File: config.mk
export PLATFORM = sky130hd
export DESIGN_NAME = ripple_adder_6bit
export DESIGN_NICKNAME = d
export VERILOG_FILES = /design/src/rtl/ripple_adder_6bit.sv
export SDC_FILE = /design/constraint.sdc
export NUM_CORES = 1
export LEC_CHECK = 0
export CAP_MARGIN = 20
export CORE_AREA = 2 2 39 41
export DETAILED_ROUTE_END_ITERATION = 6
export DIE_AREA = 0 0 41 43
export GPL_ROUTABILITY_DRIVEN = 0
export PLACE_DENSITY = 0.73
export SETUP_SLACK_MARGIN = 0.2
export SLEW_MARGIN = 15
export SYNTH_ARGS = -nofsm -noshare
export SYNTH_HDL_FRONTEND = slang
export SYNTH_SLANG_ARGS = --single-unit
File: constraint.sdc
create_clock -name clk -period 1.1 [get_ports clk]
set_input_delay 0.22 -clock clk [delete_from_list [all_inputs] [get_ports clk]]
set_output_delay 0.22 -clock clk [all_outputs]
set_load 0.005 [all_outputs]
File: src/rtl/ripple_adder_6bit.sv
// Registered ripple-carry adder. The carry chain is built explicitly from
// full-adder cells, and sum, carry-out and signed overflow appear one cycle after in_valid.

module full_adder_cell (
  input  logic a,
  input  logic b,
  input  logic ci,
  output logic s,
  output logic co
);
  logic p;

  assign p  = a ^ b;
  assign s  = p ^ ci;
  assign co = (a & b) | (ci & p);
endmodule

module ripple_adder_6bit #(
  parameter int WIDTH = 6
) (
  input  logic             clk,
  input  logic             rst_n,
  input  logic [WIDTH-1:0] x,
  input  logic [WIDTH-1:0] y,
  input  logic             cin,
  input  logic             in_valid,
  output logic [WIDTH-1:0] sum,
  output logic             cout,
  output logic             overflow,
  output logic             out_valid
);
  logic [WIDTH:0]   c;
  logic [WIDTH-1:0] s;

  logic [WIDTH-1:0] sum_reg;
  logic             cout_reg;
  logic             overflow_reg;
  logic             out_valid_reg;

  assign c[0] = cin;

  genvar gi;
  generate
    for (gi = 0; gi < WIDTH; gi++) begin : g_stage
      full_adder_cell u_fa (
        .a  (x[gi]),
        .b  (y[gi]),
        .ci (c[gi]),
        .s  (s[gi]),
        .co (c[gi+1])
      );
    end
  endgenerate

  // Result registers update only on valid cycles; out_valid tracks the strobe.
  always_ff @(posedge clk or negedge rst_n) begin
    if (!rst_n) begin
      sum_reg       <= '0;
      cout_reg      <= 1'b0;
      overflow_reg  <= 1'b0;
      out_valid_reg <= 1'b0;
    end else begin
      out_valid_reg <= in_valid;
      if (in_valid) begin
        sum_reg      <= s;
        cout_reg     <= c[WIDTH];
        overflow_reg <= c[WIDTH] ^ c[WIDTH-1];
      end
    end
  end

  assign sum       = sum_reg;
  assign cout      = cout_reg;
  assign overflow  = overflow_reg;
  assign out_valid = out_valid_reg;
endmodule

Word level (Yosys, flattened, before mapping)

Index checks and enable logic that the tools add are counted.

Flip-flop bits (word level): 9
Bits of input ports: 16
Output and inout bits: 9

Bitwise operators: 31

Operators by type and width:

| operator    | number |
|---|---|
| $xor 1x1->1 | 13 |
| $and 1x1->1 | 12 |
| $or 1x1->1  | 6 |

Longest topological paths before layout

Gate-level depths: netlist (run 1).

Depth in word-level cells: 14
Mapped depth: 11
Mapped depth without buffers: 11

Hierarchy

A second synthesis (run 1) with hierarchy kept.

Cell total of the unflattened synthesis: 26
Area, all modules: 479.2 sq um

By module, submodules not included:

| module            | times used | cells an instance | area each (sq um) |
|---|---|---|---|
| ripple_adder_6bit | 1          | 20                | 359.1 |
| full_adder_cell   | 6          | 1                 | 20.0 |

Worst setup path before layout (run 1)

OpenSTA, ideal clock, no wires.

Path type: input to register
From: in y[0]
To: reg overflow_reg (netlist: overflow)
Data arrival time: 2.583 ns
Required time: 0.975 ns
Path slack: -1.608 ns
Stages on the path: 11
Path buffers: 0
Cell sequence: fa_1 fa_1 fa_1 inv_1 fa_1 inv_1 fa_1 inv_1 fa_1 xnor2_1 mux2_4

Word-level cells in the longest chain between the ends: 14

RTL lines:

| item                 | line | text |
|---|---|---|
| start, declared      | 24   | `input logic [WIDTH-1:0] y,` |
| $xor 1x1->1          | 13   | `assign p = a ^ b;` |
| $and 1x1->1          | 15   | `assign co = (a & b) \| (ci & p);` |
| $or 1x1->1 (*)       | 15   |  |
| $and 1x1->1 (*)      | 15   |  |
| $or 1x1->1 (*)       | 15   |  |
| $and 1x1->1 (*)      | 15   |  |
| $or 1x1->1 (*)       | 15   |  |
| $and 1x1->1 (*)      | 15   |  |
| $or 1x1->1 (*)       | 15   |  |
| $and 1x1->1 (*)      | 15   |  |
| $or 1x1->1 (*)       | 15   |  |
| $and 1x1->1          | 15   |  |
| $or 1x1->1           | 15   |  |
| $xor 1x1->1 (*)      | 67   | `overflow_reg <= c[WIDTH] ^ c[WIDTH-1];` |
| end signal, assigned | 67   |  |
| end, declared        | 37   | `logic overflow_reg;` |

Mark *: on every way between the ends. The rest lies on a longest branch, timed or not.
A chain may end at the register's enable or synchronous reset.

Final worst setup path (run 1)

From: in cin
To: reg overflow_reg (netlist: overflow)

Word-level cells in the longest chain between the ends: 13

RTL lines:

| item            | line | text |
|---|---|---|
| start, declared | 25   | `input logic cin,` |
| $and 1x1->1 (*) | 15   |  |
| $or 1x1->1 (*)  | 15   |  |
| $and 1x1->1 (*) | 15   |  |
| $or 1x1->1 (*)  | 15   |  |
| $and 1x1->1 (*) | 15   |  |
| $or 1x1->1 (*)  | 15   |  |
| $and 1x1->1 (*) | 15   |  |
| $or 1x1->1 (*)  | 15   |  |
| $and 1x1->1 (*) | 15   |  |
| $or 1x1->1 (*)  | 15   |  |
| $and 1x1->1     | 15   |  |
| $or 1x1->1      | 15   |  |
| $xor 1x1->1 (*) | 67   |  |

Marks and branches as above.

==> flow_summary.yaml, run 1 <==
flow_run:
  drv_cap: 0
finish:
  antennaDiodeCount: 0
  drive_above_1_share: 0.5857
  nNetsFinal: 93
  area_delta_synth_final_pct: 65.98
  largest_reg_flops: 6
critical_path:
  path_buf_inv: 4
  crit_required_ps: 1250
  start_kind: "input pin"
  cp_num_cells: 12
  path_cells: "buf_6 -> fa_2 -> fa_2 -> fa_2 -> inv_2 -> fa_2 -> inv_2 -> fa_2 -> inv_2 -> fa_2 -> xnor2_2 -> mux2_4"
  cpLargestDelayFamily: "adder cells"
  critPathMostFrequentCell: "fa_2"
  critPathMaxFanout: 2
  crit_path_end_kind: "flip-flop"
  critical_path_class: "input pin to flip-flop"
  arrival_ps: 2620
  max_stage_delay_ps: 380
  r2r_cells: 2
  crit_slowest_cell: "fa_2"
global_route:
  overflow: 0
  antenna_found_initial: 0
  grt_max_degree: 10
  grt_pass1_wl_um: 1573
  grt_pass1_vias: 397
  grt.total_usage: 0.1439
place:
  pre_cts_ws_ps: -1987
  io_buffer_count: 24
  hpwl_um: 794
floorplan:
  coreArea_mm2: 0.001384
  fp.dieW_um: 41
  dieArea_mm2: 0.001763
  design.portCount: 25
  die_y_um: 43
  num_rows: 14
  initial_core_util: 0.3535
status:
  failed_checks: "negative setup slack"
  status: "finished with violations"
clocking:
  root_buffer: "clkbuf_4"
  htree_levels: 1
  cts.path.max_buffers: 2
  clkSinkCount: 9
  clk_pin_slew_ps: 70
  postCtsHoldBufs: 0
  cts_inserted_buffers: 3
  clk_latency_ps: 260
  cts_tree: "yes"
logic_synthesis:
  syn_area_um2: 489.2
  synth_area_per_cell_um2: 13.98
  synth_cell_type_count: 9
  netlist_instances: 35
  yosysSeqAreaShare: 0.4604
  synth-seq-cells: 9
  yosys_warnings: 0
  synth_nets: 57
power_and_ir_drop:
  p_sw_uw: 276.8
  irDropWorstVdd_mv: 0.5086
  intPower_uw: 770.3
  switching_share: 0.2643
  p_leak_uw: 0.0003872
  combPwrFrac: 0.351
  powerDensity_mw_per_mm2: 1290
  p_seq_frac: 0.405
  clock_power_share: 0.245
sta:
  drv_slew: 0
  setup_tns_ps: -6417
  fmax_ghz: 0.4048
  tightest_slew_ps: 405.2
  timing.final.crit_period_ps: 2470
  fin_skew_ps: 0
  slew_headroom: 0.7290
  rsz0062_at_grt: "true"
  fin_crit_sh: 2.246
  hold_violations: 0
  setup_viol: 7
  worst_slack_ps: -1370
routing:
  post_drt_wl_per_cell_um: 11.91
  drt-initial-drc-count: 1
  first_pass_iters: 3
  num_vias: 373
  wl_um: 1024
  drc: 0
  ant_nets: 0
  vias_per_cell: 4.337
worst_hold_path:
  worstHoldPathType: "input pin to asynchronous set/reset pin"
## power groups by stage
stage               logic (µW)  clock network [µW]  registers [µW]
detailed placement         372                   0             433
global placement           364                   0             433
finish                     367                 256             424
global route               409                 299             431
CTS                        336                 272             424
floorplan                  138                   0             436
## path summary, 6_finish.rpt
kind                          start  endpoint  slack, ps
setup / recovery                cin  overflow      -1370
hold / removal                rst_n    sum[5]        250
setup reg to reg           overflow  overflow        200
hold reg to reg              sum[1]    sum[1]        510
max in group asynchronous     rst_n    sum[2]        560
min in group clk               x[0]    sum[0]        390
## cells in the mapped netlist
cell / n / area, µm²
inv_1: 7 / 26.28
nor2_1: 3 / 11.26
a21oi_1: 3 / 15.01
buf_6: 1 / 11.26
dfrtp_1: 9 / 225.2
fa_1: 6 / 120.1
mux2_4: 4 / 60.06
xnor2_1: 1 / 8.760
mux2_2: 1 / 11.26
## per-layer routing
layer	part of all wire	up-vias	GRT usage
li1	-	176	-
met1	0.37	182	0.1390
met2	0.53	13	0.2344
met3	0.076	2	0.05236
met4	0.019	0	0.1000
met5	0	-	0
## logic make-up (layout without fill, tap and decap cells)
kind of cell	count (synthesis)	in the layout	share of synthesized area
flip-flops	9	9	0.4604
buffers and inverters	8	43	0.07673
adder cells (fa/ha/maj)	6	6	0.2455
multiplexers	5	5	0.1458
AO/OA/AOI/OAI	3	3	0.03068
AND/OR/NAND/NOR	3	3	0.02302
XOR/XNOR	1	1	0.01791
## through the flow
step,total power [µW],util,cells,hold slack (ps),cell area (µm²)
after floorplan,574.5,-,35,-75.59,501.7
after global placement,796.4,0.5642,78,494.8,780.7
after detailed placement,804.7,0.5642,78,499.3,780.7
after CTS,1032,0.5633,84,257.9,779.5
after global routing,1139,0.5868,86,281.1,812.0
final,1047,0.5868,86,253.1,812.0
## area by class of cell
type / instances / area (µm²)
Fill cell: 125 / 571.8
Multi-Input combinational cell: 18 / 260.3
Timing Repair Buffer: 32 / 254.0
Sequential cell: 9 / 225.2
Clock buffer: 4 / 26.28
Inverter: 7 / 26.28
Tap cell: 16 / 20.02
## what timing repair did
item,in CTS,in global routing
resized for setup,56,3
pin swaps,8,7
buffers inserted,2,2
setup endpoints to repair,17,16
## layout by cell type (no fill, tap or decap), drive strengths merged
master and count:
buf 20, clkdlybuf4s50 10, dfrtp 9, inv 7, fa 6, mux2 5
clkbuf 4, nor2 3, a21oi 3, dlygate4sd2 2, xnor2 1
Note: power is estimated with default switching activity, not from simulation.
==> run 2: changes to the inputs <==
--- a/config.mk
+++ b/config.mk
@@ -5,7 +5,7 @@
 export SDC_FILE = /design/constraint.sdc
 export NUM_CORES = 1
 export LEC_CHECK = 0
-export CAP_MARGIN = 20
+export CAP_MARGIN = 30
 export CORE_AREA = 2 2 39 41
 export DETAILED_ROUTE_END_ITERATION = 6
 export DIE_AREA = 0 0 41 43
==> results of run 2 <==
Same layout as run 1: the final DEF is identical, and so are final timing and power.
